File: src/rtl/frequency_generator.sv
// Programmable square-wave source: N = 10*tens + units rising edges per UPDATE_PERIOD clocks,
// produced by a phase accumulator that adds 2N per clock and wraps at UPDATE_PERIOD.
module frequency_generator #(
  parameter int UPDATE_PERIOD = 1200,
  parameter int BITS          = 12
) (
  input  logic       clk,
  input  logic       reset,
  input  logic       load,
  input  logic [3:0] ten_count,
  input  logic [3:0] unit_count,
  output logic       busy,
  output logic       running,
  output logic       signal
);

  typedef enum logic [1:0] {
    IDLE    = 2'd0,
    CONVERT = 2'd1,
    RUN     = 2'd2
  } state_t;

  localparam logic [BITS:0]   PERIOD_W = (BITS+1)'(UPDATE_PERIOD);
  localparam logic [BITS-1:0] PERIOD_B = BITS'(UPDATE_PERIOD);

  state_t          state, state_n;
  logic [BITS-1:0] acc, acc_n;
  logic [7:0]      step, step_n;
  logic [3:0]      tens_left, tens_left_n;
  logic [3:0]      units, units_n;
  logic            busy_n, running_n, signal_n;
  logic            accept;
  logic [BITS-1:0] step_ext;
  logic [BITS:0]   sum;

  function automatic logic [3:0] clamp_bcd(input logic [3:0] d);
    return (d > 4'd9) ? 4'd9 : d;
  endfunction

  assign accept   = load && (state == IDLE || state == RUN);
  assign step_ext = {{(BITS-8){1'b0}}, step};
  // One extra bit so the wrap test never overflows; the wrapped value itself fits in BITS.
  assign sum      = {1'b0, acc} + {1'b0, step_ext};

  always_comb begin
    state_n     = state;
    acc_n       = acc;
    step_n      = step;
    tens_left_n = tens_left;
    units_n     = units;
    busy_n      = busy;
    running_n   = running;
    signal_n    = signal;

    if (accept) begin
      tens_left_n = clamp_bcd(ten_count);
      units_n     = clamp_bcd(unit_count);
      step_n      = 8'd0;
      acc_n       = '0;
      busy_n      = 1'b1;
      running_n   = 1'b0;
      state_n     = CONVERT;
    end else begin
      case (state)
        IDLE: signal_n = 1'b0;
        CONVERT: begin
          if (tens_left != 4'd0) begin
            step_n      = step + 8'd20;
            tens_left_n = tens_left - 4'd1;
          end else begin
            step_n    = step + {3'b000, units, 1'b0};
            busy_n    = 1'b0;
            running_n = (step_n != 8'd0);
            state_n   = RUN;
          end
        end
        RUN: begin
          if (step == 8'd0) begin
            signal_n = 1'b0;
          end else if (sum >= PERIOD_W) begin
            acc_n    = acc + step_ext - PERIOD_B;
            signal_n = ~signal;
          end else begin
            acc_n = sum[BITS-1:0];
          end
        end
        default: begin
          state_n   = IDLE;
          busy_n    = 1'b0;
          running_n = 1'b0;
          signal_n  = 1'b0;
        end
      endcase
    end
  end

  always_ff @(posedge clk) begin
    if (reset) begin
      state     <= IDLE;
      acc       <= '0;
      step      <= 8'd0;
      tens_left <= 4'd0;
      units     <= 4'd0;
      busy      <= 1'b0;
      running   <= 1'b0;
      signal    <= 1'b0;
    end else begin
      state     <= state_n;
      acc       <= acc_n;
      step      <= step_n;
      tens_left <= tens_left_n;
      units     <= units_n;
      busy      <= busy_n;
      running   <= running_n;
      signal    <= signal_n;
    end
  end

endmodule

File: config.mk
export PLATFORM = sky130hd
export DESIGN_NAME = frequency_generator
export DESIGN_NICKNAME = d
export VERILOG_FILES = /design/src/rtl/frequency_generator.sv
export SDC_FILE = /design/constraint.sdc
export NUM_CORES = 1
export LEC_CHECK = 0
export ABC_AREA = 1
export CAP_MARGIN = 15
export CORE_UTILIZATION = 28
export CTS_CLUSTER_DIAMETER = 200
export DETAILED_ROUTE_END_ITERATION = 7
export HOLD_SLACK_MARGIN = 0.15
export PLACE_DENSITY = 0.45
export SETUP_SLACK_MARGIN = 0.1
export SYNTH_ARGS = -nofsm -noshare
export SYNTH_HDL_FRONTEND = slang
export SYNTH_SLANG_ARGS = --single-unit
export TNS_END_PERCENT = 5
File: constraint.sdc
create_clock -name clk -period 5.6 [get_ports clk]
set_clock_uncertainty 0.15 [all_clocks]
set_input_delay 1.12 -clock clk [delete_from_list [all_inputs] [get_ports clk]]
set_output_delay 1.12 -clock clk [all_outputs]
set_load 0.05 [all_outputs]
==> results of run 1 <==
-- per-layer routing --
metal  global-route usage  up-vias
li1                     -     1281
met1               0.1927     1057
met2               0.2568       35
met3              0.01986        6
met4              0.04133        0
met5                    0        -
-- worst max-delay path: cells and delay by family (launching register included) --
family | cells | cell delay, ps
AOI/OAI and AO/OA | 2 | 220
DFF | 1 | 410
buffers and inverters | 3 | 250
adders and majority gates | 2 | 680
and+or+nand+nor | 8 | 940
-- registers in the layout, indices dropped and copies added, names as in the netlist --
signal / flops
acc: 11
busy: 1
running: 1
signal: 1
state: 1
step: 7
tens_left: 4
units: 4
-- power groups by stage --
stage                     sequential, mW  combinational [mW]  clock (mW)
after floorplan                    0.247              0.0924           0
after global placement             0.245               0.134           0
after detailed placement           0.244               0.135           0
after CTS                          0.240               0.135       0.191
after global routing               0.242               0.153       0.202
final                              0.239               0.134       0.182
-- stage by stage --
step             util  hold slack, ps
2_1_floorplan       -           282.2
3_3_place_gp   0.3221           310.6
3_5_place_dp   0.3221           306.0
4_1_cts        0.3324           323.3
5_1_grt        0.3324           351.2
6_report       0.3324           317.0
-- final cells by class --
| cell class | count | area (µm²) |
|---|---|---|
| Tap cell | 108 | 135.1 |
| Sequential cell | 30 | 600.6 |
| Timing Repair Buffer | 14 | 137.6 |
| Multi-Input combinational cell | 287 | 1754 |
| Clock buffer | 7 | 86.33 |
| Fill cell | 974 | 5936 |
| Inverter | 63 | 236.5 |
| Clock inverter | 1 | 5.005 |
-- worst paths after layout --
kind,end,slack [ps],depth (start not counted)
setup / recovery,acc[8],2820,15
hold / removal,units[3],320,2
hold reg to reg,units[3],320,2
setup reg to reg,acc[8],2820,15
-- kinds of logic (layout without fill, tap and decap cells) --
family                     Yosys count  in the layout  synth area share
AOI/OAI and AO/OA                   69             69            0.1533
and+or+nand+nor                    175            175            0.3124
adders and majority gates           31             31            0.1658
DFF                                 30             30            0.2300
xor gates and xnor gates            12             12           0.04025
buffers and inverters               68             85           0.09822
-- placed cells by master (no fill, tap or decap), types with 2 or more instances in the layout --
cell | netlist | routed
clkdlybuf4s50_1 | 0 | 13
nand2_1 | 83 | 83
o21ai_0 | 20 | 20
nor3_1 | 3 | 3
nor2_1 | 35 | 35
nand2_2 | 7 | 7
nand3_1 | 25 | 25
xor2_1 | 10 | 10
nand4_1 | 4 | 4
nand3b_1 | 3 | 3
xnor2_1 | 2 | 2
nand3_2 | 3 | 3
a221oi_1 | 3 | 3
a21oi_2 | 2 | 2
nand2_4 | 4 | 4
ha_1 | 25 | 25
fa_1 | 6 | 6
o22ai_1 | 3 | 3
inv_1 | 61 | 61
or2_2 | 3 | 3
a211oi_1 | 2 | 2
dfxtp_1 | 30 | 30
o21bai_1 | 3 | 3
clkbuf_8 | 0 | 6
inv_2 | 2 | 2
o211ai_1 | 2 | 2
a21oi_1 | 28 | 28
nor2_2 | 2 | 2
==> metrics.md, run 1 <==
| Metric | Value |
|---|---|
| Cell count after placement | `502` |
| Initial Util | `0.2937` |
| Area leader, netlist | `dfxtp_1` |
| Die H | `roughly 100 µm` |
| Worst Path Max Fanout | `8` |
| Sw Pwr | `~180 µW` |
| Fraction of registers with async set or reset after synthesis | `0` |
| Synthesized area per cell | `6.782 µm²` |
| Relative slew margins | `0.4757` |
| Min-Delay Path Class | `flip-flop to flip-flop` |
| Gr ovfl total | `0` |
| Worst EP required | `5610 ps` |
| Core Rows | `34` |
| Clock slew seen by the registers of the worst setup and hold paths | `70 ps` |
| Initial antenna violation count | `0` |
| DRC errors left | `0` |
| Max clock buf depth | `2` |
| Worst reg2reg startpoint | `step[1]` |
| Ys flop type | `dfxtp_1` |
| First-pass GRT wire length | `11,460 µm` |
| Largest net degree at the start of global routing | `15` |
| I/O Pins | `14` |
| Cell Chain, Critical Path | `ha_1, inv_1, fa_1, inv_1, nand3_1, nand2_1, nand2_1, nand3_1, nand2_2, nor2_4, nand3_4, nand2_4, inv_2, o21ai_1, a21oi_1` |
| Max Cap Viol | `0` |
| Worst Setup SP | `step[1]` |
| Post-synth EDFFs | `0` |
| Crit path launch type | `flip-flop` |
| Via count | `2,379` |
| Final Worst Setup Slack | `around 2800 ps` |
| Post-synthesis sequential area ratio | `0.2300` |
| Worst setup EP type | `flip-flop` |
| Final setup TNS | `0 ps` |
| Endpoints failing setup | `0` |
| Min Tclk post-route | `roughly 2800 ps` |
| Arrival time worst endpoint | `2790 ps` |
| Initial drt markers | `75` |
| Met2 Wirelength | `slightly above 3000 µm` |
| Final hold violation count | `0` |
| Met3 wire length | `152 µm` |
| Final non-filler cell total | `between 500 and 600` |
| Die area | `0.009716 mm²` |
| Most common cell in the netlist | `nand2_1` |
| Highest metal used | `met4` |
| FF+latch count, synth | `30` |
| Worst-path cell with the longest stage delay | `dfxtp_1` |
| Drt first pass iters | `4` |
| Global placer's final weighted congestion | `0.8126` |
| Critical setup path kind | `flip-flop to flip-flop` |
| Nets@finish | `~440` |
| Post-CTS Setup Repair Bufs | `0` |
| Num CTS Buffers | `5` |
| Per-cell routed wire length | `13.03 µm` |
| Cell area after layout | `0.002955 mm²` |
| Ant diodes | `0` |
| CTS tree | `yes` |
| Clk_lat worst skew | `~280 ps` |
| Vias per cell | `4.665` |
| Seq pwr share | `0.431` |
| Distinct cells, synth | `37` |
| Clock power share | `0.327` |
| Fmax | `0.3595 GHz` |
| HP Start | `units[3]` |
| Slew @ Worst Pin | `785.6 ps` |
| Final HPWL DP | `5433 µm` |
| Setup Slack @ Placement | `~2600 ps` |
| P per Cell Area | `187.9 mW/mm²` |
| Synth top area share | `0.2300` |
| Root buf cell | `clkbuf_8` |
| Die width | `98.57 µm` |
| Post-synth top cells | `nand2_1 (83), inv_1 (61), nor2_1 (35), dfxtp_1 (30), a21oi_1 (28)` |
| # clock sinks | `30` |
| Gate Count Post-Synth | `between 300 and 400` |
| CTS resizes | `0` |
| Post-placement cell area | `0.002864 mm²` |
| Max rail drop VDD | `0.0001122 V` |
| CTS Hold Bufs | `0` |
| LEAKAGE | `1.424 nW` |
| Critical Path Max Stage Delay | `410 ps` |
| Cell Area, Synth | `roughly 0.0026 mm²` |
| Switching Fraction | `0.3227` |
| Number of port buffers | `13` |
| Vias in the first global route | `2,372` |
| WL met1 | `3379 µm` |
| Area delta synth->final | `13.18%` |
| RSZ-0062 raised after global routing | `no` |
| Routed Antenna Nets | `0` |
| Ranking of synthesized cells by area | `dfxtp_1 (23%), ha_1 (12%), nand2_1 (12%)` |
| H-tree depth | `2` |
| Syn_nets | `427` |
| Yosys Warn Count | `0` |
| Share of post-route cells with drive strength above 1 | `0.08458` |
| Final Power | `555.3 µW` |
| Period Utilization, post-route | `0.4968` |
| Comb power frac | `0.242` |
| Status | `completed` |
| Internal | `376.1 µW` |
| Total GRT Usage | `0.1481` |
| Final Max Tran Viols | `0` |
| Core box area | `0.008891 mm²` |
| Final wirelength | `6647 µm` |
(Power assumes the default switching activity.)
==> inputs of run 2 (changes only) <==
PLACE_DENSITY = 0.47   (was 0.45)
clock period = 2.5 ns   (was 5.6 ns; I/O delays follow)
==> run 2 against run 1 <==
  * Final cell count up 2.7%
  * Global-route usage up 0.073 points
  * Worst setup slack worse by 2700 ps
  * First-iteration DRC count up 17%
  * Hold slack worse by 5.7 ps
  * Register-to-register slack worse by 2700 ps
  * Critical path type unchanged
==> metrics.md, run 2 (synthesized netlist as in run 1, its figures left out) <==
| Metric | Value |
|---|---|
| Core box area | `0.008891 mm²` |
| Period Utilization, post-route | `0.9336` |
| Routed Antenna Nets | `0` |
| Max Cap Viol | `0` |
| H-tree depth | `2` |
| Root buf cell | `clkbuf_8` |
| Relative slew margins | `0.6656` |
| Clk_lat worst skew | `280 ps` |
| Die H | `98.57 µm` |
| Max rail drop VDD | `around 0.00019 V` |
| Num CTS Buffers | `5` |
| Min Tclk post-route | `2334 ps` |
| CTS Hold Bufs | `0` |
| Final Worst Setup Slack | `166.0 ps` |
| Setup Slack @ Placement | `slightly below 80 ps` |
| Top delay family on crit path | `simple AND/OR/NAND/NOR gates` |
| Buffers & Inverters on Critical Path | `2` |
| Final wirelength | `between 6000 and 7000 µm` |
| Worst EP required | `2490 ps` |
| Total GRT Usage | `0.1489` |
| Die area | `0.009716 mm²` |
| FF/Latch Area | `610.6 µm²` |
| Vias in the first global route | `2,494` |
| Crit path launch type | `flip-flop` |
| Commonest non-fill, non-tap cell in the layout | `nand2_1` |
| Biggest register | `acc` |
| Ant diodes | `0` |
| Clock slew seen by the registers of the worst setup and hold paths | `70 ps` |
| Final HPWL DP | `5359 µm` |
| Worst Setup SP | `acc[1]` |
| Global placer's final weighted congestion | `0.8402` |
| Status | `completed` |
| Worst Path Max Fanout | `8` |
| Max clock buf depth | `2` |
| Arrival time worst endpoint | `around 2300 ps` |
| Nets@finish | `457` |
| Worst setup EP type | `flip-flop` |
| Filler Cell Count | `just under 1k` |
| Initial Util | `0.2937` |
| Share of post-route cells with drive strength above 1 | `0.1947` |
| Initial antenna violation count | `0` |
| CTS tree | `yes` |
| P per Cell Area | `402.4 mW/mm²` |
| Max reg flops | `11` |
| WP depth | `15` |
| Critical Path Max Stage Delay | `between 300 and 400 ps` |
| Final setup TNS | `0 ps` |
| Area delta synth->final | `22.14%` |
| Largest regs | `acc x11, step x7` |
| Most frequent cells in the layout | `nand2_1 (80), inv_1 (57), nor2_1 (33)` |
| Core Rows | `34` |
| Worst-path cell with the longest stage delay | `fa_2` |
| Via count | `2,484` |
| Reg2Reg Depth | `15` |
| Per-cell routed wire length | `about 13 µm` |
| Initial drt markers | `~90` |
| LEAKAGE | `1.469 nW` |
| Drt first pass iters | `4` |
| Critical Path Most Common Cell | `nand2_1` |
| Slew @ Worst Pin | `500.1 ps` |
| I/O Pins | `14` |
| Final Power | `1.283 mW` |
| CP Capture Point | `acc[7]` |
| Critical setup path kind | `flip-flop to flip-flop` |
| Endpoints failing setup | `0` |
| Final hold violation count | `0` |
| Number of port buffers | `13` |
| Gr ovfl total | `0` |
| Die width | `around 99 µm` |
| Cell Chain, Critical Path | `ha_2, inv_1, fa_2, inv_1, nand3_2, nand2_1, nand2_1, nand3_1, nand2_2, nor2_4, nand3_4, nand2_8, nand2_1, nand3_1, a21oi_1` |
| Final Max Tran Viols | `0` |
| Area occupied by multi-input gates | `0.001869 mm²` |
| Fmax | `0.4285 GHz` |
| R2r setup slk | `approximately 170 ps` |
| Largest net degree at the start of global routing | `14` |
| Worst reg2reg startpoint | `acc[1]` |
| RSZ-0062 raised after global routing | `yes` |
| Min-Delay Path Class | `flip-flop to flip-flop` |
| R2r endpoint | `acc[7]` |
| DRC errors left | `0` |
| First-pass GRT wire length | `11,620 µm` |
| # clock sinks | `30` |
| Vias per cell | `4.740` |
-- run 2: worst min-delay path by stage --
stage,start,endpoint,cells past startpoint
CTS,units[2],units[2],2
finish,units[2],units[2],2
global placement,units[3],units[3],2
floorplan,units[2],units[2],2
detailed placement,units[2],units[2],2
global route,acc[5],acc[5],2
-- run 2: layout make-up --
type | instances | area share
clock buffer | 7 | 0.02707
clock inverter | 1 | 0.001569
multi-input combinational | 287 | 0.5861
inverter | 63 | 0.07415
timing repair buffer | 28 | 0.07729
sequential | 30 | 0.1914
tap | 108 | 0.04237
-- run 2: stage by stage --
| stage | area, µm² | hold WS, ps | std cells | util |
|---|---|---|---|---|
| floorplan | 2611 | 282.2 | 385 | - |
| global placement | 2954 | 306.9 | 514 | 0.3323 |
| detailed placement | 2954 | 301.1 | 514 | 0.3323 |
| CTS | 3057 | 319.1 | 522 | 0.3438 |
| global route | 3189 | 350.6 | 524 | 0.3587 |
| finish | 3189 | 311.3 | 524 | 0.3587 |
-- run 2: timing repair --
action	in CTS	in global routing
buffers inserted	0	2
endpoints found under the setup margin	5	11
gates resized for setup	2	38
pin swaps	0	16
gates cloned	0	0
-- run 2: power breakdown --
part	switching, mW	leakage, nW	internal [mW]
logic	0.205	1.17	0.136
clock network	0.192	0.0482	0.222
registers	0.0216	0.248	0.507
-- run 2: worst reg2reg max path, delay by kind of cell (launching register included) --
kind,cells,cell delay [ps]
AO/OA/AOI/OAI,1,60
flip-flops,1,340
AND/OR/NAND/NOR,10,960
buffers and inverters,2,150
adder cells (fa/ha/maj),2,530
-- run 2: metal layers --
layer  GRT usage  vias to the layer above  wire, µm
li1            -                     1310         -
met1      0.1935                     1129      3353
met2      0.2595                       41      3198
met3     0.02199                        4       163
met5           0                        -         0
met4     0.03559                        0        36
==> inputs of run 3 (changes only) <==
CTS_CLUSTER_SIZE = 40   (was unset)
==> results of run 3 <==
Same layout as run 2: the final DEF is identical, and so are final timing and power.
